--- config.mk ---
export PLATFORM = sky130hd
export DESIGN_NAME = serial_subtractor32
export DESIGN_NICKNAME = d
export VERILOG_FILES = /design/src/rtl/serial_subtractor32.sv
export SDC_FILE = /design/constraint.sdc
export NUM_CORES = 1
export LEC_CHECK = 0
export BUFFER_PORTS_ARGS = -buffer_cell sky130_fd_sc_hd__buf_4
export CAP_MARGIN = 25
export CORE_MARGIN = 1.5
export CORE_UTILIZATION = 59
export CTS_CLUSTER_SIZE = 14
export DETAILED_ROUTE_END_ITERATION = 6
export GPL_ROUTABILITY_DRIVEN = 0
export PLACE_DENSITY = 0.84
export SLEW_MARGIN = 25
export SYNTH_ARGS = -nofsm -noshare
export SYNTH_HDL_FRONTEND = slang
export SYNTH_SLANG_ARGS = --single-unit
--- constraint.sdc ---
create_clock -name clk -period 3.8 [get_ports clk]
set_clock_uncertainty 0.2 [all_clocks]
set_input_delay 0.38 -clock clk [delete_from_list [all_inputs] [get_ports clk]]
set_output_delay 0.38 -clock clk [all_outputs]
set_load 0.05 [all_outputs]
--- src/rtl/serial_subtractor32.sv ---
// Bit-serial two's-complement subtractor, LSB first.
// start/busy/done handshake; d and bout update only on entry to DONE.
module serial_subtractor32 #(
  parameter int WIDTH = 32,
  parameter int CNT_W = 6
) (
  input  logic             clk,
  input  logic             rst_n,
  input  logic             start,
  input  logic [WIDTH-1:0] a,
  input  logic [WIDTH-1:0] b,
  output logic             busy,
  output logic             done,
  output logic [WIDTH-1:0] d,
  output logic             bout
);

  typedef enum logic [1:0] {
    S_IDLE  = 2'd0,
    S_SHIFT = 2'd1,
    S_DONE  = 2'd2
  } state_t;

  state_t state;
  state_t state_nx;

  logic [WIDTH-1:0] sh_a;
  logic [WIDTH-1:0] sh_b;
  logic [WIDTH-1:0] res;
  logic             brw;
  logic [CNT_W-1:0] cnt;

  logic             x;
  logic             y;
  logic             dbit;
  logic             brw_nx;
  logic             last;
  logic             load;
  logic [WIDTH-1:0] res_nx;

  assign x      = sh_a[0];
  assign y      = sh_b[0];
  assign dbit   = x ^ y ^ brw;
  assign brw_nx = (~x & y) | (~(x ^ y) & brw);
  assign last   = (cnt == CNT_W'(WIDTH - 1));
  assign load   = (state == S_IDLE) && start;
  assign res_nx = {dbit, res[WIDTH-1:1]};

  always_ff @(posedge clk or negedge rst_n) begin
    if (!rst_n) begin
      state <= S_IDLE;
    end else begin
      state <= state_nx;
    end
  end

  always_comb begin
    state_nx = state;
    unique case (state)
      S_IDLE: begin
        if (start) begin
          state_nx = S_SHIFT;
        end
      end
      S_SHIFT: begin
        if (last) begin
          state_nx = S_DONE;
        end
      end
      S_DONE: begin
        state_nx = S_IDLE;
      end
      default: begin
        state_nx = S_IDLE;
      end
    endcase
  end

  always_comb begin
    busy = 1'b0;
    done = 1'b0;
    unique case (state)
      S_SHIFT: busy = 1'b1;
      S_DONE:  done = 1'b1;
      default: begin
        busy = 1'b0;
        done = 1'b0;
      end
    endcase
  end

  always_ff @(posedge clk or negedge rst_n) begin
    if (!rst_n) begin
      sh_a <= '0;
      sh_b <= '0;
      res  <= '0;
      brw  <= 1'b0;
      cnt  <= '0;
    end else if (load) begin
      sh_a <= a;
      sh_b <= b;
      res  <= '0;
      brw  <= 1'b0;
      cnt  <= '0;
    end else if (state == S_SHIFT) begin
      sh_a <= {1'b0, sh_a[WIDTH-1:1]};
      sh_b <= {1'b0, sh_b[WIDTH-1:1]};
      res  <= res_nx;
      brw  <= brw_nx;
      cnt  <= cnt + 1'b1;
    end
  end

  // Results are captured on the final shift so they never show partials.
  always_ff @(posedge clk or negedge rst_n) begin
    if (!rst_n) begin
      d    <= '0;
      bout <= 1'b0;
    end else if ((state == S_SHIFT) && last) begin
      d    <= res_nx;
      bout <= brw_nx;
    end
  end

endmodule

==> impl_metrics.csv <==
group,metric,value,unit
timing,rsz0062_at_grt,"no",
detailed_routing,wl_met3,781,um
detailed_routing,viasPerCell,5.98,
die,start_util,60.6,%
clock_tree,cts_tree,"done",
die,die_area,9990,um2
grt,grt_pass1_vias,4600,
critical_path,start_kind,"flop",
grt,antenna_found_initial,1,
die,fp.coreArea,9150,um2
power_and_ir_drop,irDropWorstVdd,335,uV
power_and_ir_drop,power_leakage,3.47,nW
grt,grt_max_degree,101,
detailed_routing,met2WireLength,7190,um
outcome,status,"complete, no violations",
clock_tree,post_cts_resize_count,0,
timing,setup_violations,0,
timing,tightest_slew,0.877,ns
die,io_pins,102,
die,die_w,99.9,um
timing,tns,0,ns
critical_path,critPathArrivalTime,2.17,ns
timing,finalCritPeriodShare,72.5,%
detailed_routing,wl_met1,5680,um
detailed_routing,wirelength,13900,um
placement,io_buffers,101,
critical_path,crit_fanout,38,
clock_tree,cts_buffers,17,
critical_path,endpoint_kind,"output pin",
clock_tree,clkTransAtPathRegs,0.06,ns
power_and_ir_drop,p_sw,0.00151,W
finish,fill_cells,463,
synthesis,yosys_warnings,0,
power_and_ir_drop,p_seq_share,41.0,%
min_path,min_path_type,"in -> reg",
detailed_routing,vias,4391,
detailed_routing,post_drt_wl_per_cell,19.0,um
detailed_routing,drtIter0Drc,338,
finish,mostFrequentLayoutCells,"135 x dfrtp_1, 108 x buf_4, 68 x o21ai_0",
critical_path,crit_type,"reg -> out",
timing,relSlewSlack,41.6,%
timing,min_period,2.75,ns
finish,fin_area,7580,um2
clock_tree,cts-htree-levels,4,
finish,syn_to_final_growth,36.8,%
die,chipHeight,99.9,um
detailed_routing,drc,0,
synthesis,syn_nets,535,
detailed_routing,postRouteAntennaNets,0,
flow_run,drv_cap,0,
timing,hold_violations,0,
synthesis,synth_area,5540,um2
power_and_ir_drop,internal_power,0.00359,W
clock_tree,cts.sinks,137,
placement,dpl-instance-area,6340,um2
synthesis,synth-seq-cells,137,
synthesis,synth_cell_types,29,
finish,final_common_cell,"dfrtp_1",
power_and_ir_drop,pwr-share-comb,21.3,%
grt,grt_pass1_wl,22700,um
critical_path,required,3.22,ns
clock_tree,insertion_delay,0.52,ns
critical_path,r2r_cells,4,
detailed_routing,firstDrtPassIters,5,
clock_tree,cts_root_buf,"clkbuf_8",
power_and_ir_drop,p_sw_share,29.6,%
clock_tree,postCtsSetupBuffers,0,
synthesis,ys_seq_area_share,61.8,%
power_and_ir_drop,powerDensity,673,nW/um2
grt,track_usage,29.8,%
detailed_routing,highest_layer,"met4",
die,core.rowCount,35,
timing,max_freq,363,MHz
grt,overflow,0,
power_and_ir_drop,clkPwrFrac,37.7,%
synthesis,synthCells,466,
finish,nNetsFinal,679,
finish,layout-drive-gt1-share,24.1,%
clock_tree,clk_path_buf_depth,2,
timing,drv_slew,0,
placement,hpwl,7050,um
min_path,min_delay_path_depth,3,
synthesis,syn_avg_cell_area,11.9,um2
==> through the flow <==
stage / cells / hold slack (ns) / util (%) / total power (W) / setup WS, ns
3_5_place_dp: 647 / 0.271 / 69.3 / 0.00312 / 1.44
3_3_place_gp: 647 / 0.261 / 69.3 / 0.00305 / 1.53
2_1_floorplan: 466 / -0.116 / - / 0.00274 / 1.75
6_report: 734 / 0.0155 / 82.9 / 0.00510 / 1.05
5_1_grt: 734 / 0.000190 / 82.9 / 0.00531 / 0.922
4_1_cts: 732 / 0.00402 / 82.7 / 0.00510 / 1.08
==> cells in the mapped netlist <==
cell	number	area (um2)
a21oi_1	1	5.00
a22o_1	34	298
a22oi_1	62	465
a2bb2oi_1	1	8.76
and3_1	1	6.26
and3b_1	1	8.76
buf_1	4	15.0
buf_2	11	55.1
buf_6	3	33.8
clkbuf_1	21	78.8
dfrtp_1	137	3430
fa_1	1	20.0
ha_1	1	12.5
inv_1	4	15.0
inv_2	1	3.75
mux2_1	28	315
mux2_2	4	45.0
mux2i_1	3	30.0
nand2_1	66	248
nand2b_1	1	6.26
nand3_1	1	5.00
nand4_1	2	12.5
nand4b_4	1	23.8
nor2b_1	5	31.3
nor3b_1	1	7.51
o21ai_0	68	340
o21bai_1	1	7.51
or3b_2	1	8.76
xor2_1	1	8.76
==> flip-flops by register name (all words and copies together) (netlist names) <==
register  count
cnt           6
sh_a         32
d            32
res          31
bout          1
brw           1
state         2
sh_b         32
==> power groups by stage <==
stage / clock [W] / sequential [W] / combinational, W
floorplan: 0 / 0.00229 / 0.000452
global placement: 0 / 0.00207 / 0.000980
detailed placement: 0 / 0.00209 / 0.00103
CTS: 0.00193 / 0.00209 / 0.00108
global route: 0.00200 / 0.00213 / 0.00117
finish: 0.00192 / 0.00209 / 0.00109
==> routing by layer <==
metal | GRT usage, % | up-vias
li1 | - | 1983
met4 | 11.7 | 0
met5 | 0 | -
met1 | 38.3 | 2202
met3 | 6.82 | 26
met2 | 49.6 | 180
==> what timing repair did <==
item                                    in CTS  in global routing
endpoints found under the hold margin      151                  1
endpoints found under the setup margin       0                  0
hold buffers                                54                  1
==> worst max-delay path, cell delays in order (launching register included) <==
cell and delay, ns:
dfrtp_2 0.65, nand2b_1 0.23, inv_2 0.12, buf_4 0.36, buf_4 0.28
==> cells by family (layout without fill, tap and decap cells) <==
| group | Yosys count | count (layout) | synth area share (%) |
|---|---|---|---|
| adder cells (fa/ha/maj) | 2 | 2 | 0.587 |
| multiplexers | 35 | 35 | 7.04 |
| XOR/XNOR | 1 | 1 | 0.158 |
| flip-flops | 137 | 137 | 61.8 |
| other | 0 | 1 | 0 |
| buffers and inverters | 44 | 200 | 3.63 |
| AO/OA/AOI/OAI | 167 | 167 | 20.3 |
| AND/OR/NAND/NOR | 80 | 80 | 6.45 |
==> layout make-up <==
type | count | area [um2] | area share [%]
multi-input cells | 285 | 1930 | 25.5
inverters | 5 | 18.8 | 0.247
flip-flops and latches | 137 | 3430 | 45.2
clock inverters | 11 | 241 | 3.18
diodes | 1 | 2.50 | 0.0330
clock buffers | 20 | 445 | 5.87
repair buffers | 164 | 1370 | 18.1
well taps | 111 | 139 | 1.83
==> path summary, 6_finish.rpt <==
| kind | from | end | slack (ns) |
|---|---|---|---|
| worst max-delay path | state[0]$_DFFE_PN0P_ | busy | 1.05 |
| worst min-delay path | a[6] | sh_a[6]$_DFFE_PN0P_ | 0.02 |
| worst max register to register | state[0]$_DFFE_PN0P_ | d[30]$_DFFE_PN0P_ | 1.40 |
| worst min register to register | sh_a[7]$_DFFE_PN0P_ | sh_a[7]$_DFFE_PN0P_ | 0.28 |
| max in group asynchronous | rst_n | sh_b[1]$_DFFE_PN0P_ | 2.25 |
| min in group asynchronous | rst_n | d[20]$_DFFE_PN0P_ | 0.35 |
Note: power is estimated with default switching activity, not from simulation.
